**config.mk**
```make
export PLATFORM = sky130hd
export DESIGN_NAME = mipi_csi_packetizer_flat
export DESIGN_NICKNAME = d
export VERILOG_FILES = /design/src/rtl/mipi_csi_pkg.sv /design/src/rtl/mipi_csi_packetizer_if.sv /design/src/rtl/mipi_csi_crc16.sv /design/src/rtl/mipi_csi_packetizer.sv /design/src/flat_wrapper.sv
export SDC_FILE = /design/constraint.sdc
export NUM_CORES = 1
export LEC_CHECK = 0
export CAP_MARGIN = 20
export CORE_MARGIN = 2
export CORE_UTILIZATION = 51
export CTS_CLUSTER_SIZE = 40
export DETAILED_ROUTE_END_ITERATION = 10
export GPL_TIMING_DRIVEN = 1
export HOLD_SLACK_MARGIN = 0.05
export PLACE_DENSITY = 0.77
export RECOVER_POWER = 25
export SYNTH_ARGS = -nofsm -noshare
export SYNTH_HDL_FRONTEND = slang
export SYNTH_SLANG_ARGS = --single-unit
```
**constraint.sdc**
```tcl
create_clock -name i_clk_hs -period 2.3 [get_ports i_clk_hs]
set_clock_uncertainty 0.05 [all_clocks]
set_input_delay 0.23 -clock i_clk_hs [delete_from_list [all_inputs] [get_ports i_clk_hs]]
set_output_delay 0.23 -clock i_clk_hs [all_outputs]
set_load 0.01 [all_outputs]
```
**src/rtl/mipi_csi_pkg.sv**
```systemverilog
// Shared types, data-type constants, CRC constants and the CSI-2 header ECC for the packetizer.
package mipi_csi_pkg;

  localparam int unsigned BYTE_W = 8;
  localparam int unsigned WC_W   = 16;

  typedef enum logic [2:0] {
    ST_IDLE,
    ST_REQ,
    ST_HDR,
    ST_PAYLOAD,
    ST_CRC,
    ST_GAP
  } state_t;

  localparam logic [5:0] DT_FS       = 6'h00;
  localparam logic [5:0] DT_FE       = 6'h01;
  localparam logic [5:0] DT_LS       = 6'h02;
  localparam logic [5:0] DT_LE       = 6'h03;
  localparam logic [5:0] DT_RAW8     = 6'h2A;
  localparam logic [5:0] DT_RAW10    = 6'h2B;
  localparam logic [5:0] DT_YUV422_8 = 6'h1E;
  localparam logic [5:0] LONG_DT_MIN = 6'h10;

  localparam logic [15:0] CRC_INIT      = 16'hFFFF;
  localparam logic [15:0] CRC_POLY_REFL = 16'h8408;

  typedef struct packed {
    logic [1:0]      vc;
    logic [5:0]      dt;
    logic [WC_W-1:0] wc;
  } pkt_cmd_t;

  // Each parity bit is the XOR of the header bits selected by its row mask; d = {WC[15:8], WC[7:0], DI}
  function automatic logic [BYTE_W-1:0] csi_ecc(input logic [23:0] d);
    logic [BYTE_W-1:0] e;
    e    = '0;
    e[0] = ^(d & 24'hF12CB7);
    e[1] = ^(d & 24'hF2555B);
    e[2] = ^(d & 24'h749A6D);
    e[3] = ^(d & 24'hB8E38E);
    e[4] = ^(d & 24'hDF03F0);
    e[5] = ^(d & 24'hEFFC00);
    return e;
  endfunction

endpackage

```
**src/rtl/mipi_csi_packetizer_if.sv**
```systemverilog
// Command, payload and serializer byte-interface signals of the CSI-2 packetizer.
interface mipi_csi_packetizer_if;
  logic        cmd_valid;
  logic        cmd_ready;
  logic [1:0]  cmd_vc;
  logic [5:0]  cmd_dt;
  logic [15:0] cmd_wc;
  logic        pl_valid;
  logic        pl_ready;
  logic [7:0]  pl_data;
  logic        hs_req;
  logic        re;
  logic [7:0]  data;
  logic        err_underflow;
  logic        busy;

  modport slave (
    input  cmd_valid, cmd_vc, cmd_dt, cmd_wc, pl_valid, pl_data, re,
    output cmd_ready, pl_ready, hs_req, data, err_underflow, busy
  );

  modport master (
    output cmd_valid, cmd_vc, cmd_dt, cmd_wc, pl_valid, pl_data, re,
    input  cmd_ready, pl_ready, hs_req, data, err_underflow, busy
  );
endinterface

```
**src/rtl/mipi_csi_crc16.sv**
```systemverilog
// Byte-wide CSI-2 payload CRC-16 (reflected 0x1021, LSB first); only built when MIPI_CSI_CRC_EN is defined.
`ifdef MIPI_CSI_CRC_EN
module mipi_csi_crc16
  import mipi_csi_pkg::*;
(
  input  logic        i_clk,
  input  logic        i_reset,
  input  logic        i_clr,
  input  logic        i_en,
  input  logic [7:0]  i_byte,
  output logic [15:0] o_crc
);

  logic [15:0] r_crc;

  function automatic logic [15:0] crc_step(input logic [15:0] c, input logic [7:0] b);
    logic [15:0] x;
    x = c;
    for (int i = 0; i < 8; i++) begin
      x = (x[0] ^ b[i]) ? ((x >> 1) ^ CRC_POLY_REFL) : (x >> 1);
    end
    return x;
  endfunction

  always_ff @(posedge i_clk) begin
    if (i_reset || i_clr) r_crc <= CRC_INIT;
    else if (i_en)        r_crc <= crc_step(r_crc, i_byte);
  end

  assign o_crc = r_crc;

endmodule
`endif

```
**src/rtl/mipi_csi_packetizer.sv**
```systemverilog
// CSI-2 short/long packet builder streaming header+ECC, payload and CRC footer one byte per clk_hs.
// MIPI_CSI_CRC_EN selects a computed CRC footer; otherwise the footer is sent as 0x0000.
module mipi_csi_packetizer
  import mipi_csi_pkg::*;
#(
  parameter int unsigned GAP_CYCLES = 4
)
(
  input  logic                  i_clk_hs,
  input  logic                  i_reset,
  mipi_csi_packetizer_if.slave  io_bus
);

  state_t       r_state, w_next;
  pkt_cmd_t     r_cmd;
  logic [7:0]   r_ecc, r_data, w_data_nxt, w_pl_byte;
  logic [1:0]   r_idx, w_idx_nxt;
  logic [15:0]  r_cnt, w_cnt_nxt, w_crc;
  logic         r_hs_req, w_hs_nxt, r_cmd_ready, r_err;
  logic         w_accept, w_consume, w_long, w_fetch_slot, w_fetch;

  assign w_accept     = r_cmd_ready & io_bus.cmd_valid;
  assign w_consume    = r_hs_req & io_bus.re;
  assign w_long       = (r_cmd.dt >= LONG_DT_MIN);
  assign w_fetch_slot = ((r_state == ST_HDR) && (r_idx == 2'd3) && w_long && (r_cmd.wc != 16'd0))
                      || ((r_state == ST_PAYLOAD) && (r_cnt > 16'd1));
  assign w_fetch      = w_consume & w_fetch_slot;
  // A missing payload byte is replaced by zero so the link never stalls
  assign w_pl_byte    = io_bus.pl_valid ? io_bus.pl_data : 8'h00;

`ifdef MIPI_CSI_CRC_EN
  mipi_csi_crc16 u_crc16 (
    .i_clk   (i_clk_hs),
    .i_reset (i_reset),
    .i_clr   (w_accept),
    .i_en    (w_fetch),
    .i_byte  (w_pl_byte),
    .o_crc   (w_crc)
  );
`else
  assign w_crc = 16'h0000;
`endif

  // State and datapath registers
  always_ff @(posedge i_clk_hs) begin
    if (i_reset) begin
      r_state     <= ST_IDLE;
      r_cmd       <= '0;
      r_ecc       <= 8'h00;
      r_data      <= 8'h00;
      r_idx       <= 2'd0;
      r_cnt       <= 16'd0;
      r_hs_req    <= 1'b0;
      r_cmd_ready <= 1'b0;
      r_err       <= 1'b0;
    end else begin
      r_state     <= w_next;
      r_data      <= w_data_nxt;
      r_idx       <= w_idx_nxt;
      r_cnt       <= w_cnt_nxt;
      r_hs_req    <= w_hs_nxt;
      r_cmd_ready <= (w_next == ST_IDLE);
      r_err       <= r_err | (w_fetch & ~io_bus.pl_valid);
      if (w_accept) begin
        r_cmd <= '{vc: io_bus.cmd_vc, dt: io_bus.cmd_dt, wc: io_bus.cmd_wc};
        r_ecc <= csi_ecc({io_bus.cmd_wc, io_bus.cmd_vc, io_bus.cmd_dt});
      end
    end
  end

  // Next state
  always_comb begin
    w_next = r_state;
    unique case (r_state)
      ST_IDLE:    if (w_accept) w_next = ST_REQ;
      ST_REQ:     if (w_consume) w_next = ST_HDR;
      ST_HDR: begin
        if (w_consume && (r_idx == 2'd3)) begin
          if (!w_long)                    w_next = ST_GAP;
          else if (r_cmd.wc != 16'd0)     w_next = ST_PAYLOAD;
          else                            w_next = ST_CRC;
        end
      end
      ST_PAYLOAD: if (w_consume && (r_cnt == 16'd1)) w_next = ST_CRC;
      ST_CRC:     if (w_consume && r_idx[0]) w_next = ST_GAP;
      ST_GAP:     if (!io_bus.re && (r_cnt == 16'(GAP_CYCLES - 1))) w_next = ST_IDLE;
      default:    w_next = ST_IDLE;
    endcase
  end

  // Next values of the byte lane, burst request and sequencing counters
  always_comb begin
    w_data_nxt = r_data;
    w_hs_nxt   = r_hs_req;
    w_cnt_nxt  = r_cnt;
    w_idx_nxt  = r_idx;
    unique case (r_state)
      ST_IDLE: begin
        if (w_accept) begin
          w_data_nxt = {io_bus.cmd_vc, io_bus.cmd_dt};
          w_hs_nxt   = 1'b1;
        end
      end
      ST_REQ: begin
        if (w_consume) begin
          w_data_nxt = r_cmd.wc[7:0];
          w_idx_nxt  = 2'd1;
        end
      end
      ST_HDR: begin
        if (w_consume) begin
          w_idx_nxt = r_idx + 2'd1;
          case (r_idx)
            2'd1:    w_data_nxt = r_cmd.wc[15:8];
            2'd2:    w_data_nxt = r_ecc;
            default: begin
              w_idx_nxt = 2'd0;
              w_cnt_nxt = r_cmd.wc;
              if (!w_long) begin
                w_hs_nxt  = 1'b0;
                w_cnt_nxt = 16'd0;
              end else if (r_cmd.wc != 16'd0) begin
                w_data_nxt = w_pl_byte;
              end else begin
                w_data_nxt = w_crc[7:0];
              end
            end
          endcase
        end
      end
      ST_PAYLOAD: begin
        if (w_consume) begin
          w_cnt_nxt = r_cnt - 16'd1;
          if (r_cnt == 16'd1) begin
            w_data_nxt = w_crc[7:0];
            w_idx_nxt  = 2'd0;
          end else begin
            w_data_nxt = w_pl_byte;
          end
        end
      end
      ST_CRC: begin
        if (w_consume) begin
          if (!r_idx[0]) begin
            w_data_nxt = w_crc[15:8];
            w_idx_nxt  = 2'd1;
          end else begin
            w_hs_nxt  = 1'b0;
            w_cnt_nxt = 16'd0;
          end
        end
      end
      ST_GAP:  w_cnt_nxt = io_bus.re ? 16'd0 : r_cnt + 16'd1;
      default: w_cnt_nxt = 16'd0;
    endcase
  end

  assign io_bus.cmd_ready     = r_cmd_ready;
  assign io_bus.pl_ready      = w_fetch & io_bus.pl_valid;
  assign io_bus.hs_req        = r_hs_req;
  assign io_bus.data          = r_data;
  assign io_bus.err_underflow = r_err;
  assign io_bus.busy          = (r_state != ST_IDLE);

endmodule

```
**src/flat_wrapper.sv**
```systemverilog
// flat-port wrapper written by rule: the top's interface ports become plain ports
module mipi_csi_packetizer_flat import mipi_csi_pkg::*;
#(
  parameter int unsigned GAP_CYCLES = 4
)
  (i_clk_hs, i_reset, io_bus_cmd_valid, io_bus_cmd_vc, io_bus_cmd_dt, io_bus_cmd_wc, io_bus_pl_valid, io_bus_pl_data, io_bus_re, io_bus_cmd_ready, io_bus_pl_ready, io_bus_hs_req, io_bus_data, io_bus_err_underflow, io_bus_busy);
  mipi_csi_packetizer_if io_bus_i ();
  input  logic i_clk_hs;
  input  logic i_reset;
  input wire logic [$bits(io_bus_i.cmd_valid)-1:0] io_bus_cmd_valid;
  input wire logic [$bits(io_bus_i.cmd_vc)-1:0] io_bus_cmd_vc;
  input wire logic [$bits(io_bus_i.cmd_dt)-1:0] io_bus_cmd_dt;
  input wire logic [$bits(io_bus_i.cmd_wc)-1:0] io_bus_cmd_wc;
  input wire logic [$bits(io_bus_i.pl_valid)-1:0] io_bus_pl_valid;
  input wire logic [$bits(io_bus_i.pl_data)-1:0] io_bus_pl_data;
  input wire logic [$bits(io_bus_i.re)-1:0] io_bus_re;
  output wire logic [$bits(io_bus_i.cmd_ready)-1:0] io_bus_cmd_ready;
  output wire logic [$bits(io_bus_i.pl_ready)-1:0] io_bus_pl_ready;
  output wire logic [$bits(io_bus_i.hs_req)-1:0] io_bus_hs_req;
  output wire logic [$bits(io_bus_i.data)-1:0] io_bus_data;
  output wire logic [$bits(io_bus_i.err_underflow)-1:0] io_bus_err_underflow;
  output wire logic [$bits(io_bus_i.busy)-1:0] io_bus_busy;
  assign io_bus_i.cmd_valid = io_bus_cmd_valid;
  assign io_bus_i.cmd_vc = io_bus_cmd_vc;
  assign io_bus_i.cmd_dt = io_bus_cmd_dt;
  assign io_bus_i.cmd_wc = io_bus_cmd_wc;
  assign io_bus_i.pl_valid = io_bus_pl_valid;
  assign io_bus_i.pl_data = io_bus_pl_data;
  assign io_bus_i.re = io_bus_re;
  assign io_bus_cmd_ready = io_bus_i.cmd_ready;
  assign io_bus_pl_ready = io_bus_i.pl_ready;
  assign io_bus_hs_req = io_bus_i.hs_req;
  assign io_bus_data = io_bus_i.data;
  assign io_bus_err_underflow = io_bus_i.err_underflow;
  assign io_bus_busy = io_bus_i.busy;
  mipi_csi_packetizer #(.GAP_CYCLES(GAP_CYCLES)) u_core (.i_clk_hs(i_clk_hs), .i_reset(i_reset), .io_bus(io_bus_i));
endmodule
```
==> results of run 1 <==
-- final timing paths --
path | from | end | slack, ns | depth (start not counted)
worst max register to register | u_core.r_idx[0] | u_core.io_bus.data[2] | 0.12 | 7
worst min register to register | u_core.r_ecc[4] | u_core.r_ecc[4] | 0.41 | 2
worst min-delay path | u_core.r_ecc[4] | u_core.r_ecc[4] | 0.41 | 2
worst max-delay path | u_core.r_cnt[7] | io_bus_pl_ready | 0.08 | 6
-- cells in the mapped netlist (3+ instances only) --
| cell type | instances |
|---|---|
| a41oi_1 | 3 |
| or2_2 | 3 |
| buf_2 | 7 |
| and2_1 | 7 |
| nor3b_1 | 4 |
| nand3_1 | 13 |
| a221oi_1 | 8 |
| o21a_1 | 7 |
| o211ai_1 | 4 |
| clkbuf_1 | 23 |
| nand4_1 | 7 |
| xnor2_1 | 35 |
| or3_1 | 10 |
| o2bb2ai_1 | 7 |
| buf_1 | 8 |
| a211oi_1 | 6 |
| inv_1 | 9 |
| o32ai_1 | 3 |
| and3b_1 | 3 |
| nand2b_1 | 4 |
| nor4_1 | 12 |
| a32oi_1 | 3 |
| nor3_1 | 12 |
| nor2_1 | 30 |
| a21oi_1 | 50 |
| nand3b_1 | 4 |
| o21bai_1 | 4 |
| a22o_1 | 3 |
| o22ai_1 | 3 |
| or4_1 | 14 |
| nand2_1 | 72 |
| o21ai_0 | 21 |
| a31oi_1 | 9 |
| buf_6 | 3 |
| a2bb2oi_1 | 7 |
| xnor3_1 | 7 |
| dfxtp_1 | 56 |
| xor2_1 | 6 |
| ha_1 | 7 |
| o211a_1 | 3 |
-- flip-flops by register name, indices dropped and copies added (netlist names) --
register / flops
u_core.io_bus.hs_req: 1
u_core.io_bus.cmd_ready: 1
u_core.io_bus.data: 8
u_core.r_idx: 2
u_core.r_ecc: 6
u_core.io_bus.err_underflow: 1
u_core.r_cnt: 16
u_core.r_state: 3
u_core.r_cmd: 18
-- stage by stage --
stage                     setup slack (ns)  hold WS [ns]  total power, W
after floorplan                     0.0593         0.316         0.00151
after global placement              0.0658         0.395         0.00175
after detailed placement           -0.0384         0.397         0.00177
after CTS                           0.0291         0.412         0.00232
after global routing              -0.00521         0.441         0.00241
final                               0.0787         0.410         0.00232
-- routing by layer --
metal  wire, um  vias up  GRT usage  share of wire
li1           -     2183          -              -
met3       1120       40     0.0498          0.082
met2       6310      248      0.504           0.46
met5          0        -          0              0
met4        505        0      0.130          0.037
met1       5680     2193      0.413           0.42
-- kinds of logic (layout without fill, tap and decap cells) --
group / Yosys count / count (layout) / share of synthesized area
DFF: 56 / 56 / 0.265
xor gates and xnor gates: 48 / 48 / 0.122
adders and majority gates: 9 / 9 / 0.0254
AOI/OAI and AO/OA: 161 / 161 / 0.259
buffers and inverters: 51 / 139 / 0.0526
muxes: 2 / 2 / 0.00502
and+or+nand+nor: 213 / 213 / 0.272
-- where the power goes --
| group | internal (W) | switching, W | leakage [nW] |
|---|---|---|---|
| Combinational | 0.000377 | 0.000323 | 1.51 |
| Sequential | 0.00102 | 0.0000428 | 0.458 |
| Clock | 0.000218 | 0.000341 | 0.0414 |
-- timing repair --
action | in CTS | in global routing
setup buffers | 2 | 0
hold buffers | 0 | 0
resized for setup | 17 | 9
setup endpoints to repair | 5 | 8
gates cloned | 0 | 0
pin swaps | 4 | 1
-- cell type report --
class	count	area (um^2)	share of cell area
flip-flops and latches	56	1130	0.209
repair buffers	121	1020	0.189
clock buffers	6	72.6	0.0135
well taps	105	131	0.0244
clock inverters	2	16.3	0.00301
inverters	10	37.5	0.00696
multi-input cells	433	2990	0.553
-- worst max-delay path, cell delays in order, from the launching register on --
cell      delay, ns
dfxtp_2        0.35
nor4_4         0.35
nand3_2        0.20
nor4_4         0.31
o21ai_2        0.11
and3_1         0.18
clkbuf_2       0.12
==> flow_metrics.tcl, run 1 <==
set metrics [dict create \
    status "completed" \
    rows 33 \
    setup_violations 0 \
    drive_gt1_frac 0.182 \
    hold_violations 0 \
    cp-start-kind "flop" \
    post_dp_cell_area_um2 5200 \
    ys_seq_area_frac 0.265 \
    finalInstanceArea_um2 5400 \
    yosys_warnings 0 \
    slew_violations 0 \
    path_max_fanout 3 \
    vias_per_cell 6.36 \
    syn_area_per_cell_um2 7.84 \
    grt_remaining_overflow 0 \
    drcViolationCount 0 \
    drt-initial-drc-count 450 \
    antenna_found_initial 0 \
    ys.flop_type "dfxtp_1" \
    final_util 0.663 \
    power_density_nw_per_um2 430 \
    post_layout_nonfiller_instances 733 \
    synth_area_leaders "dfxtp_1 (26%), xnor2_1 (7.2%), nand2_1 (6.4%), a21oi_1 (5.9%), xnor3_1 (3.7%)" \
    rsz0062_at_grt "yes" \
    crit_required_ns 2.02 \
    numCtsBuffers 5 \
    syn-cell-area_um2 4240 \
    finalSetupTns_ns 0 \
    relSlewSlack 0.265 \
    io_pins 50 \
    nets 671 \
    clk_pin_slew_ns 0.10 \
    ys_ff_latch 56 \
    crit_type "reg -> out" \
    gp_congestion 1.03 \
    grt_pass1_wl_mm 22.1 \
    period_needed_ns 2.22 \
    peakVddDrop_mv 0.238 \
    final_cell_mix "nand2_1 (72), buf_4 (71), a21oi_1 (50), dfxtp_1 (49), clkdlybuf4s50_1 (47)" \
    post-place-cells 723 \
    core-area_um2 8130 \
    final.period_utilization 0.966 \
    synth_edf_count 0 \
    antenna_left 0 \
    htreeDepth 2 \
    synth_top_area_cell "dfxtp_1" \
    grt_max_degree 28 \
    crit_arrival_ns 1.94 \
    grt_pass1_vias 4406 \
    root_buffer "clkbuf_8" \
    clock-sinks 56 \
    initial_core_util 0.521 \
    clk_latency_ns 0.32 \
    syn_inst 540 \
    layout_commonest_cell "nand2_1" \
    synthArstFlopShare 0 \
    cts_tree "done" \
    tightest_slew_ns 1.10 \
    clock_path_buffers 2 \
    wl_per_cell_um 18.6 \
    dp.final_hpwl_mm 10.4 \
    max_freq_mhz 450 \
    synth_nets 584 \
    dieArea_um2 9050 \
    wl_mm 13.6 \
    hp-class "reg -> reg" \
    endpoint_kind "output port" \
    first_pass_iters 5 \
    gr-usage-all-layers 0.312 \
    numPortBuffers 49 \
    synth_top_area_share 0.265 \
    fp.dieW_um 95.1 \
    die_h_um 95.1 \
    vias 4664 \
    leakage_nw 2.01 \
    antenna_cells 0 \
    maxCapViolations 0 \
    syn_to_final_growth_pct 27.4 \
    fillers 657 \
    synth_cell_types 74 \
]
Note: power is estimated with default switching activity, not from simulation.
==> run 2, diff against run 1 <==
CORE_UTILIZATION = 57   (was 51)
PLACE_DENSITY = 0.81   (was 0.77)
REMOVE_ABC_BUFFERS = 1   (was default)
clock period = 2.4 ns   (was 2.3 ns; I/O delays follow)
==> run 2 against run 1 <==
First-iteration DRC count rose by 22%. Design area shrank 3.4%. Critical path depth unchanged. Via count down 0.49%. Power is 3.6% lower. Setup slack lost 0.011 ns. Wire length up 3.1%. Die area fell by 10%. Utilization increased by 5.9 points. Critical path type unchanged. Largest cell class unchanged. Highest routed layer unchanged.
==> flow_metrics.tcl, run 2 (same netlist as run 1, synthesis figures left out) <==
set metrics [dict create \
    status "completed" \
    period_needed_ns 2.33 \
    dieArea_um2 8140 \
    initial_core_util 0.587 \
    path_max_fanout 6 \
    cp-start-kind "flop" \
    slowest_stage "dfxtp_2" \
    grt_use_met3 0.0654 \
    leakage_nw 1.91 \
    rsz0062_at_grt "no" \
    antenna_cells 0 \
    finalInstanceArea_um2 5210 \
    grt_max_degree 40 \
    final_cell_mix "nand2_1 (72), buf_4 (52), a21oi_1 (50), dfxtp_1 (50), clkdlybuf4s50_1 (48)" \
    grt_remaining_overflow 0 \
    slew_violations 0 \
    cp_cell_sequence "nor4_4, nand3_2, nor4_2, o21ai_1, and3_1, dlygate4sd2_1" \
    power_density_nw_per_um2 429 \
    hold_violations 0 \
    peakVddDrop_mv 0.307 \
    cp_slowest_stage_delay_ns 0.38 \
    antenna_left 0 \
    antenna_found_initial 0 \
    use_met2 0.558 \
    root_buffer "clkbuf_8" \
    io_pins 50 \
    core-area_um2 7210 \
    rows 31 \
    crit_arrival_ns 2.04 \
    gr-usage-all-layers 0.342 \
    hp-class "reg -> reg" \
    largest-register "u_core.r_cmd" \
    finalSetupTns_ns 0 \
    multi_input_area_um2 2950 \
    numCtsBuffers 5 \
    crit_required_ns 2.11 \
    syn_to_final_growth_pct 23.1 \
    clk_pin_slew_ns 0.11 \
    clk_latency_ns 0.32 \
    max_freq_mhz 429 \
    drt-initial-drc-count 547 \
    clock-sinks 56 \
    drcViolationCount 0 \
    cts_hold_buf 0 \
    vias_per_cell 6.55 \
    maxCapViolations 0 \
    ff_latch_area_um2 1130 \
    fillers 575 \
    htreeDepth 2 \
    grt_pass1_vias 4333 \
    busiest_layer "met2" \
    post_dp_cell_area_um2 5070 \
    clock_path_buffers 2 \
    critical_path_buf_inv_count 1 \
    die_h_um 90.2 \
    dp.final_hpwl_mm 10.6 \
    grt_pass1_wl_mm 22.5 \
    numPortBuffers 49 \
    first_pass_iters 5 \
    fp.dieW_um 90.2 \
    gp_congestion 0.969 \
    drive_gt1_frac 0.146 \
    grt_util_met1 0.467 \
    setup_violations 0 \
    post_cts_buffers 0 \
    final.period_utilization 0.972 \
    crit_type "reg -> out" \
    nets 653 \
    wl_per_cell_um 19.8 \
    cts_tree "done" \
    vias 4641 \
    layout_commonest_cell "nand2_1" \
    relSlewSlack 0.437 \
    endpoint_kind "output port" \
    path_delay_family "simple AND/OR/NAND/NOR gates" \
    largest_reg_flops 18 \
    wl_mm 14.0 \
    tightest_slew_ns 0.844 \
]
run 2: cell types whose count changed in the layout (fill, tap and decap cells not counted), sizes merged:
cell / delta
buf: -19
clkbuf: -1
clkdlybuf4s50: +1
dlygate4sd2: +1
dlygate4sd3: -1
inv: +1
run 2: power by group:
part	internal [W]	switching, W	leakage (nW)
registers	0.000976	0.0000506	0.458
logic	0.000348	0.000302	1.41
clock network	0.000209	0.000351	0.0445
run 2: final timing paths:
| check | startpoint | to | slack, ns | cells after the start |
|---|---|---|---|---|
| worst min register to register | u_core.r_cmd[20] | u_core.r_cmd[20] | 0.41 | 2 |
| worst max register to register | u_core.r_idx[0] | u_core.r_cnt[12] | 0.16 | 7 |
| worst max-delay path | u_core.r_cnt[11] | io_bus_pl_ready | 0.07 | 6 |
| worst min-delay path | u_core.r_cmd[20] | u_core.r_cmd[20] | 0.41 | 2 |
run 2: worst register-to-register path, cell delays in order, from the launching register on:
cell and delay [ns]:
dfxtp_1 0.34, inv_1 0.06, ha_1 0.41, o211a_1 0.28, o2111ai_1 0.31, a31oi_1 0.08, o31a_1 0.30, a311o_1 0.30
run 2: what timing repair did:
| item | in CTS | in global routing |
|---|---|---|
| endpoints found under the setup margin | 1 | 1 |
| resized for setup | 13 | 3 |
| pin swaps | 4 | 0 |
run 2: final cells by class:
class / instances / area share
clock inverter: 3 / 0.00408
multi-input combinational: 433 / 0.565
clock buffer: 5 / 0.0132
tap: 99 / 0.0238
sequential: 56 / 0.216
inverter: 10 / 0.00720
timing repair buffer: 103 / 0.170
run 2: metal layers:
| layer | vias to the layer above | part of all wire |
|---|---|---|
| met5 | - | 0 |
| met4 | 0 | 0.025 |
| met3 | 35 | 0.084 |
| met2 | 257 | 0.46 |
| met1 | 2205 | 0.43 |
| li1 | 2144 | - |
run 2: metrics by stage:
step | worst slack (ns) | std cells | hold WS (ns) | utilization | power (W)
6_report | 0.0676 | 709 | 0.413 | 0.723 | 0.00224
2_1_floorplan | 0.0874 | 499 | 0.259 | - | 0.00142
3_5_place_dp | 0.0943 | 701 | 0.398 | 0.703 | 0.00168
5_1_grt | 0.00173 | 709 | 0.460 | 0.723 | 0.00233
3_3_place_gp | 0.154 | 701 | 0.395 | 0.703 | 0.00167
4_1_cts | 0.103 | 709 | 0.413 | 0.721 | 0.00222
==> run 3, diff against run 2 <==
CORE_UTILIZATION = 51   (was 57)
PLACE_DENSITY = 0.77   (was 0.81)
SKIP_CTS_REPAIR_TIMING = 1   (was default)
clock period = 2.08 ns   (was 2.4 ns; I/O delays follow)
==> run 3 against run 2 <==
The run now ends with setup timing left. Via count up 6.8%. Sequential power up 14%. Clock power up 16%. Critical path type is now reg -> reg. Largest cell class unchanged. Largest power group unchanged.
==> flow_metrics.tcl, run 3 (same netlist as run 1, synthesis figures left out) <==
set metrics [dict create \
    antenna_left 0 \
    grt_pass1_vias 4584 \
    final.period_utilization 1.05 \
    status "complete, but fails checks" \
    critPathCapture "u_core.r_cnt[13]" \
    antenna_cells 0 \
    root_buffer "clkbuf_8" \
    max_freq_mhz 457 \
    power_w 0.00271 \
    post_layout_nonfiller_instances 776 \
    grt_pass1_wl_mm 23.1 \
    tightest_slew_ns 0.565 \
    vias 4956 \
    crit_type "reg -> reg" \
    maxCapViolations 0 \
    numCtsBuffers 5 \
    cts_tree "done" \
    rows 33 \
    setup_violations 2 \
    clock_path_buffers 2 \
    hold_violations 0 \
    crit_required_ns 2.25 \
    gp_congestion 0.976 \
    rr_startpoint "u_core.r_cnt[5]" \
    antenna_found_initial 0 \
    final_cell_mix "buf_4 (101), nand2_1 (71), a21oi_1 (49), clkdlybuf4s50_1 (46), dfxtp_1 (45)" \
    clk_pin_slew_ns 0.11 \
    layout_commonest_cell "buf_4" \
    hp-class "reg -> reg" \
    peakVddDrop_mv 0.321 \
    ff2ff_path_depth 6 \
    htreeDepth 2 \
    r2r-end "u_core.r_cnt[13]" \
    final_util 0.726 \
    dp.final_hpwl_mm 11.2 \
    grt_max_degree 29 \
    worst_slack_ns -0.109 \
    wl_met1_mm 6.23 \
    cp-start-kind "flop" \
    leakage_nw 2.29 \
    fp.dieW_um 95.1 \
    power_density_nw_per_um2 458 \
    crit_arrival_ns 2.36 \
    drcViolationCount 0 \
    post-place-cells 758 \
    path_max_fanout 3 \
    vias_per_cell 6.39 \
    gr-usage-all-layers 0.326 \
    drive_gt1_frac 0.271 \
    core-area_um2 8130 \
    initial_core_util 0.521 \
    drt-initial-drc-count 457 \
    numPortBuffers 49 \
    wl_mm 15.4 \
    wl_met2_mm 7.38 \
    violations "setup timing" \
    io_pins 50 \
    clock-sinks 56 \
    largest_reg_flops 18 \
    first_pass_iters 5 \
    rrSetupSlack_ns -0.11 \
    endpoint_kind "flop" \
    finalSetupTns_ns -0.204 \
    slew_violations 0 \
    grt_remaining_overflow 0 \
    die_h_um 95.1 \
    nets 715 \
    largest-register "u_core.r_cmd" \
    route.met3.wl_mm 1.27 \
    dpl_worst_slack_ns -0.214 \
    wl_per_cell_um 19.8 \
    dieArea_um2 9050 \
    top_layer_used "met4" \
    relSlewSlack 0.623 \
    startpoint "u_core.r_cnt[5]" \
    rsz0062_at_grt "yes" \
    period_needed_ns 2.19 \
    clk_latency_ns 0.32 \
    syn_to_final_growth_pct 39.5 \
]
run 3: through the flow:
step,cell area (um^2),hold slack (ns)
6_report,5910,0.437
5_1_grt,5910,0.453
4_1_cts,5560,0.430
3_5_place_dp,5470,0.415
3_3_place_gp,5470,0.394
2_1_floorplan,4050,0.227
run 3: worst min path at each step:
stage / to / slack, ns / cells past startpoint / startpoint
4_1_cts: u_core.r_cmd[20] / 0.43 / 2 / u_core.r_cmd[20]
3_3_place_gp: u_core.r_cmd[20] / 0.39 / 2 / u_core.r_cmd[20]
2_1_floorplan: u_core.io_bus.hs_req / 0.23 / 1 / i_reset
3_5_place_dp: u_core.r_cmd[20] / 0.42 / 2 / u_core.r_cmd[20]
5_1_grt: u_core.io_bus.data[1] / 0.45 / 2 / u_core.io_bus.data[1]
6_report: u_core.io_bus.data[4] / 0.44 / 2 / u_core.io_bus.data[4]
run 3: area by class of cell:
type	instances	area, um^2
multi-input combinational	435	3110
fill	656	2230
clock buffer	6	82.6
tap	105	131
clock inverter	1	8.76
sequential	56	1140
inverter	10	37.5
timing repair buffer	163	1400
run 3: routing by layer:
layer	GRT usage	vias to the layer above
met5	0	-
met4	0.101	0
met3	0.0419	39
met2	0.546	253
met1	0.434	2390
li1	-	2274
run 3: report_power, final:
group | switching (W) | total [W] | internal, W
combinational | 0.000414 | 0.000891 | 0.000477
sequential | 0.0000425 | 0.00117 | 0.00112
clock | 0.000382 | 0.000649 | 0.000267
total | 0.000839 | 0.00271 | 0.00187
run 3: worst max-delay path, stage by stage, from the launching register on:
cell and delay, ns:
dfxtp_2 0.34, buf_6 0.11, or4_4 0.55, or4_4 0.53
a211oi_2 0.23, o211ai_1 0.12, o2bb2ai_1 0.15
